<file path="src/rtl/galois_addsub_serial.sv">
// Limb-serial modular add/subtract over GF(MODULUS), W bits of each operand per cycle, LSB limb first.
// Latency L+1 cycles from the en sample to the done pulse (L = ceil(N_BITS/W)); one op per L+2 cycles.
// No backpressure: en is sampled only in IDLE, and an en seen while busy is dropped, not queued.
// Ports: clk, rst (sync, active-high), en/op/num1/num2 (start + captured operands),
//        result (registered, held between ops), busy (CALC or FINAL), done (one-cycle pulse in FINAL).
module galois_addsub_serial #(
  parameter int N_BITS = 254,
  parameter int W      = 64,
  parameter logic [N_BITS-1:0] MODULUS =
    254'h30644e72e131a029b85045b68181585d2833e84879b9709143e1f593f0000001
) (
  input  logic              clk,
  input  logic              rst,
  input  logic              en,
  input  logic              op,
  input  logic [N_BITS-1:0] num1,
  input  logic [N_BITS-1:0] num2,
  output logic [N_BITS-1:0] result,
  output logic              busy,
  output logic              done
);

  localparam int L  = (N_BITS + W - 1) / W;
  localparam int PW = L * W;                 // padded width, a whole number of limbs
  localparam int CW = (L > 1) ? $clog2(L) : 1;
  localparam logic [PW-1:0] P_PAD = PW'(MODULUS);

  typedef enum logic [1:0] {IDLE, CALC, FINAL} state_t;

  state_t          state, state_n;
  logic [PW-1:0]   a_q, b_q, p_q, s_q, t_q;
  logic            op_q, c1, c2;
  logic [CW-1:0]   cnt;

  logic [W-1:0]    a_l, b_l, p_l;
  logic [W:0]      s_w, t_w;
  logic            c1_n, c2_n, last, sel;
  logic [PW-1:0]   s_nx, t_nx;

  // Per-limb datapath: chain 1 forms a+b (or a-b), chain 2 forms that minus p (or plus p).
  // Bit W of each (W+1)-bit limb result is the carry/borrow fed into the next limb.
  always_comb begin
    a_l = a_q[W-1:0];
    b_l = b_q[W-1:0];
    p_l = p_q[W-1:0];
    if (!op_q) begin
      s_w = {1'b0, a_l} + {1'b0, b_l} + {{W{1'b0}}, c1};
      t_w = {1'b0, s_w[W-1:0]} - {1'b0, p_l} - {{W{1'b0}}, c2};
    end else begin
      s_w = {1'b0, a_l} - {1'b0, b_l} - {{W{1'b0}}, c1};
      t_w = {1'b0, s_w[W-1:0]} + {1'b0, p_l} + {{W{1'b0}}, c2};
    end
    c1_n = s_w[W];
    c2_n = t_w[W];
    // New limb enters at the top; after L shifts limb 0 sits at bit 0.
    s_nx = {s_w[W-1:0], s_q[PW-1:W]};
    t_nx = {t_w[W-1:0], t_q[PW-1:W]};
    last = (cnt == CW'(L - 1));
    // Add: sum >= p when the sum carried out or sum-p did not borrow.
    // Sub: a negative difference (final borrow) needs p added back.
    sel  = op_q ? c1_n : (c1_n | ~c2_n);
  end

  always_ff @(posedge clk) begin
    if (rst) state <= IDLE;
    else     state <= state_n;
  end

  always_comb begin
    state_n = state;
    case (state)
      IDLE:    if (en)   state_n = CALC;
      CALC:    if (last) state_n = FINAL;
      FINAL:   state_n = IDLE;
      default: state_n = IDLE;
    endcase
  end

  assign busy = (state != IDLE);
  assign done = (state == FINAL);

  always_ff @(posedge clk) begin
    if (rst) begin
      a_q    <= '0;
      b_q    <= '0;
      p_q    <= '0;
      s_q    <= '0;
      t_q    <= '0;
      op_q   <= 1'b0;
      c1     <= 1'b0;
      c2     <= 1'b0;
      cnt    <= '0;
      result <= '0;
    end else begin
      case (state)
        IDLE: begin
          if (en) begin
            a_q  <= PW'(num1);
            b_q  <= PW'(num2);
            p_q  <= P_PAD;
            op_q <= op;
            c1   <= 1'b0;
            c2   <= 1'b0;
            cnt  <= '0;
          end
        end
        CALC: begin
          a_q <= a_q >> W;
          b_q <= b_q >> W;
          p_q <= p_q >> W;
          s_q <= s_nx;
          t_q <= t_nx;
          c1  <= c1_n;
          c2  <= c2_n;
          cnt <= cnt + 1'b1;
          // Result is written on the edge into FINAL so it is valid alongside done.
          if (last) result <= sel ? t_nx[N_BITS-1:0] : s_nx[N_BITS-1:0];
        end
        default: ;
      endcase
    end
  end

endmodule
</file>
<file path="config.mk">
export PLATFORM = sky130hd
export DESIGN_NAME = galois_addsub_serial
export DESIGN_NICKNAME = d
export VERILOG_FILES = /design/src/rtl/galois_addsub_serial.sv
export SDC_FILE = /design/constraint.sdc
export NUM_CORES = 2
export LEC_CHECK = 0
export BUFFER_PORTS_ARGS = -buffer_cell sky130_fd_sc_hd__clkbuf_2
export CAP_MARGIN = 10
export CORE_ASPECT_RATIO = 2
export CORE_MARGIN = 3
export CORE_UTILIZATION = 59
export DETAILED_ROUTE_END_ITERATION = 10
export HOLD_SLACK_MARGIN = 0.03
export PLACE_DENSITY = 0.89
export SETUP_SLACK_MARGIN = 0.05
export SYNTH_ARGS = -nofsm -noshare
export SYNTH_HDL_FRONTEND = slang
export SYNTH_SLANG_ARGS = --single-unit
</file>
<file path="constraint.sdc">
create_clock -name clk -period 7.28 [get_ports clk]
set_input_delay 0.728 -clock clk [delete_from_list [all_inputs] [get_ports clk]]
set_output_delay 0.728 -clock clk [all_outputs]
set_load 0.03 [all_outputs]
</file>
After elaboration in Yosys (flattened, before gate mapping)

Index checks and enable logic that the tools add are counted.

Logic and storage cells: 52
Output and inout port bits: 256
Bits in registers: 1541
Input port bits: 512

$add $sub $neg: 9
Multiplexer cells: 18
Reductions and logical operators: 7
Bitwise operators: 2
Equality and inequality tests: 5

Operators by type and width:

| operator              | count |
|---|---|
| $pmux W256 S2         | 3 |
| $mux W256             | 3 |
| $mux W254             | 1 |
| $add A64 B64 Y65      | 2 |
| $add A65 B1 Y65       | 2 |
| $mux W65              | 2 |
| $sub A64 B64 Y65      | 2 |
| $sub A65 B1 Y65       | 2 |
| $pmux W2 S2           | 2 |
| $reduce_and A2 Y1     | 4 |
| $mux W2               | 3 |
| $eq A2 B2 Y1 const B  | 2 |
| $ne A2 B2 Y1 const B  | 2 |
| $pmux W1 S2           | 2 |
| $reduce_bool A2 Y1    | 2 |
| $add A2 B1 Y2 const B | 1 |
| $eq A2 B1 Y1 const B  | 1 |
| $logic_not A2 Y1      | 1 |
| $mux W1               | 2 |
| $not A1 Y1            | 1 |
| $or A1 B1 Y1          | 1 |

Longest topological paths before layout

Word-level depth: 9
Mapped depth: 35
Mapped depth without buffers: 31

Worst setup path after synthesis

Ideal clock, no wire load.

Path kind: reg-to-reg
Start: register a_q[0]
End: register result[235]
Setup slack: 0.996 ns
Period minus slack after synthesis: 6.284 ns
Cell stages (with the launch flop): 33
Arrival: 6.167 ns
Library setup time: 0.117 ns
Path through: dfxtp_1 fa_1 inv_1 fa_1 nor3_1 o311ai_1 and4_1 clkbuf_1 or4_1 a21oi_1 o221ai_1 o211ai_1 a21oi_1 o41ai_1 a21oi_1 xnor2_1 ha_1 inv_1 ha_1 clkbuf_1 a21o_1 a21oi_1 nand2_1 a21oi_1 o21ai_0 a21o_1 a211oi_2 a22o_1 buf_2 buf_4 buf_4 nand2_1 a32o_1

Longest elaborated chain between the ends: 9
Elaborated cells on any way between the ends: 14
Those cells by class: 8 x add/sub; 4 x mux; 2 x bitwise

Ends and longest elaborated chain:

| element                                              | line   | text |
|---|---|---|
| from (decl)                                          | 31     | `logic [PW-1:0] a_q, b_q, p_q, s_q, t_q;` |
| from (signal assigned)                               | 98     | `a_q <= PW'(num1);` |
| from (signal assigned)                               | 108    | `a_q <= a_q >> W;` |
| $add A64 B64 Y65 or $sub A64 B64 Y65 (tied branches) | 47, 50 |  |
| $add A65 B1 Y65 or $sub A65 B1 Y65 (tied branches)   | 47, 50 |  |
| $sub A64 B64 Y65 or $add A64 B64 Y65 (tied branches) | 48, 51 |  |
| $sub A65 B1 Y65 or $add A65 B1 Y65 (tied branches)   | 48, 51 |  |
| $mux W65                                             | 46     | `if (!op_q) begin` |
| $not A1 Y1                                           | 61     | `sel = op_q ? c1_n : (c1_n \| ~c2_n);` |
| $or A1 B1 Y1                                         | 61     |  |
| $mux W1                                              | 61     |  |
| $mux W254 *                                          | 117    | `if (last) result <= sel ? t_nx[N_BITS-1:0] : s_nx[N_BITS-1:0];` |
| to (signal assigned)                                 | 117    |  |
| to (decl)                                            | 18     | `output logic [N_BITS-1:0] result,` |

Every way passes the cells marked *; elsewhere a longest branch is shown, timed or not.
A chain may end at the register's enable or synchronous reset.

Final worst setup path

Start: register a_q[0]
End: register t_q[244]

Longest elaborated chain between the ends: 5
Elaborated cells on any way between the ends: 9
Those cells by class: 8 x add/sub; 1 x mux

Ends and longest elaborated chain:

| element                                              | line   | text |
|---|---|---|
| $add A64 B64 Y65 or $sub A64 B64 Y65 (tied branches) | 47, 50 |  |
| $add A65 B1 Y65 or $sub A65 B1 Y65 (tied branches)   | 47, 50 |  |
| $sub A64 B64 Y65 or $add A64 B64 Y65 (tied branches) | 48, 51 |  |
| $sub A65 B1 Y65 or $add A65 B1 Y65 (tied branches)   | 48, 51 |  |
| $mux W65 *                                           | 46     |  |
| to (signal assigned)                                 | 112    | `t_q <= t_nx;` |
| to (decl)                                            | 31     |  |

Marks and branches as above.

==> metrics <==
final-report max-slew violation count=0; Final #Nets=9968; CTS Sinks=1167; CTS Hold Bufs=0; ys flop type=dfxtp_1; Longest Clk Path Bufs=3; Hold Crit Class=input port to register; DIE AREA=0.110 mm²; crit path DAT=approximately 7.7 ns; vias in the first global route=approximately 63000; area grow syn2layout=17.9%; final std cells w/o fill=10600; first-pass GRT wire length=367000 µm; hold depth=3; Residual DRC=0; total power draw=about 0.023 W; Distinct cells, synth=89; Finish-stage setup viols=0; pin count of the biggest net entering global routing=between 200 and 300; hold_sp=num1[226]; initial antenna violation count=48; CP Launch Type=register; vias per cell=6.21; Clock Pin Slew Worst Setup and Hold Paths=around 0.08 ns; Tmin final=7.06 ns; EDFF count, synth=0; Max VDD drop=around 0.25 mV; critical path type=register to register; Initial Util=0.596; CTS buffer count=97; Critical path origin=a_q[0]$_SDFFE_PP0P_; YS warnings=0; R2R depth=25; CTS Root Cell=clkbuf_16; Slew @ Worst Pin=about 1.3 ns; r2r startpoint=a_q[0]$_SDFFE_PP0P_; f_max=142 MHz; critical path required time=7.89 ns; P per Cell Area=approximately 310 mW/mm²; post-synth net total=around 9000; router iterations before antenna repair=8; CTS tree=done; GRT overflow=0; final hold violation count=0; RSZ-0062 raised after global routing=yes; GRT Overall Usage=0.428; crit share post-route=0.970; setup ws final=0.215 ns; status=completed; Critical Path Sink Type=register; Die W=about 240 µm; Yosys reg bits=roughly 1200; Via Count=65800; Post-Syn Area per Cell=~7.5 µm²; final HPWL from detailed placement=185000 µm; drt total wl=251000 µm; input/output buffers=around 770; # rows=168; routability cong.=1.04; drt wl/cell=between 20 and 25 µm; placed cells=10300; asr flop ratio synth=0; later-pin clock latency in the skew report=0.73 ns; post-route ant nets=0; Top Ports=768; crit-path max FO=7; DR iter-0 viols=6394; synthesized area=0.0627 mm²; chip height=467 µm; Layout Skew=around 0.030 ns; Leakage=31.1 nW; Core Area=between 0.1 and 0.15 mm²; sequential fraction of the synthesis area=0.373; share of layout cells above drive strength 1=0.170; H-tree depth=3; # Max-Cap Violations=0; Cells after Synth=8383; Rel. slew slack=0.143; setup slack at placement=-0.0642 ns
[Yosys cell counts (all sizes together) (9+ instances only)]
master | count | share of area
mux2i | 22 | 0.0035
nor2b | 44 | 0.0044
a32oi | 10 | 0.0014
o311ai | 12 | 0.0017
o31ai | 44 | 0.0054
o21bai | 36 | 0.0043
a32o | 12 | 0.0019
o21a | 21 | 0.0025
ha | 347 | 0.069
xnor2 | 157 | 0.022
and4 | 11 | 0.0015
o211ai | 31 | 0.0037
dfxtp | 1167 | 0.37
a211o | 9 | 0.0013
or2 | 10 | 0.0010
a221oi | 14 | 0.0020
a22o | 9 | 0.0013
buf | 77 | 0.0063
a31o | 12 | 0.0017
nor3 | 86 | 0.0069
a22oi | 135 | 0.016
nand4 | 53 | 0.0053
nand2b | 31 | 0.0031
nand2 | 1978 | 0.12
a311oi | 398 | 0.056
a21oi | 630 | 0.050
nor2 | 906 | 0.054
and2 | 27 | 0.0027
a31oi | 226 | 0.023
a41oi | 13 | 0.0018
a211oi | 111 | 0.013
inv | 356 | 0.021
nor4 | 20 | 0.0022
nand3 | 85 | 0.0068
o21ai | 380 | 0.030
a2111oi | 14 | 0.0026
xor2 | 69 | 0.0096
clkbuf | 555 | 0.033
nor4b | 9 | 0.0013
a21o | 107 | 0.013
and3 | 34 | 0.0034
[metal layers]
layer / GRT usage / vias to the layer above / wire, µm
li1: - / 30700 / -
met1: 0.436 / 30500 / 81600
met2: 0.707 / 3571 / 116000
met3: 0.0920 / 971 / 22100
met4: 0.440 / 6 / 31200
met5: 0 / - / 39
[metrics by stage]
stage,util,setup TNS (ns),hold WS (ns),area (µm²)
2_1_floorplan,-,0,0.437,62700
3_3_place_gp,0.663,-0.00385,0.434,69600
3_5_place_dp,0.663,-0.368,0.447,69600
4_1_cts,0.696,0,0.212,73200
5_1_grt,0.703,-0.0313,0.239,73900
6_report,0.703,0,0.236,73900
[what timing repair did]
action	in CTS	in global routing
setup endpoints to repair	224	274
cloned	0	4
buffers inserted	4	9
resized for setup	11	104
pin swaps	3	31
[where the power goes]
part / internal [W] / leakage [nW] / switching (W) / total [W]
combinational: 0.00385 / 19.9 / 0.00627 / 0.0101
sequential: 0.00677 / 9.55 / 0.000384 / 0.00715
clock: 0.00317 / 1.69 / 0.00252 / 0.00568
total: 0.0138 / 31.1 / 0.00917 / 0.0230
[worst paths after layout]
| kind | end | slack, ns |
|---|---|---|
| worst max-delay path | t_q[244]$_SDFFE_PP0P_ | 0.22 |
| worst max register to register | t_q[244]$_SDFFE_PP0P_ | 0.22 |
| worst min-delay path | a_q[226]$_SDFFE_PP0P_ | 0.24 |
| worst min register to register | t_q[76]$_SDFFE_PP0P_ | 0.46 |
[final cells by class]
| cell class | instances | area [µm²] |
|---|---|---|
| sequential | 1167 | 23400 |
| tap | 1360 | 1700 |
| fill | 8254 | 31200 |
| antenna | 40 | 100 |
| timing repair buffer | 1252 | 7900 |
| multi-input combinational | 6228 | 36000 |
| clock inverter | 44 | 628 |
| inverter | 357 | 1350 |
| clock buffer | 135 | 2820 |
[state kept, by name (all words and copies together), names as in the netlist]
register	cells
a_q	254
b_q	254
c1	1
c2	1
cnt	2
op_q	1
p_q	14
result	254
s_q	192
state	2
t_q	192
[cell families after synthesis]
logic type	share of synthesized area
xor+xnor	0.0316
buf+inv	0.0609
flops	0.373
compound gates	0.244
fa+ha+maj	0.0712
simple gates	0.215
mux	0.00405
[worst max-delay path, cell delays in order (launching register included)]
cell and delay [ns]:
dfxtp_1 0.33, fa_1 0.57, inv_1 0.09, ha_1 0.20, or2_2 0.31, fa_1 0.43, nand2b_1 0.20, a2111o_1 0.46
nand4_1 0.20, buf_4 0.16, and3_1 0.24, xnor2_1 0.17, ha_2 0.44, and4_1 0.24, and3_1 0.16, or4b_2 0.66
a211oi_2 0.31, o21ai_0 0.16, a31oi_1 0.16, buf_4 0.18, a41oi_1 0.12, buf_4 0.19, o21ai_1 0.21, xor2_1 0.28
a22oi_2 0.19, a211oi_2 0.26
[layout by cell type, fill, tap and decap left out, types with 43 or more instances in the layout]
master	netlist	routed
nand2_1	1978	1976
dfxtp_1	1167	1160
nor2_1	906	902
clkbuf_2	0	766
a21oi_1	629	614
buf_4	13	453
a311oi_1	397	394
o21ai_0	373	364
inv_1	354	353
ha_1	347	343
a31oi_1	226	223
xnor2_1	157	154
a22oi_1	133	132
a21o_1	107	107
a211oi_1	110	101
clkbuf_16	0	101
nor3_1	86	82
nand3_1	85	82
xor2_1	69	67
nand4_1	53	53
nor2b_1	44	43
(Power assumes the default switching activity.)
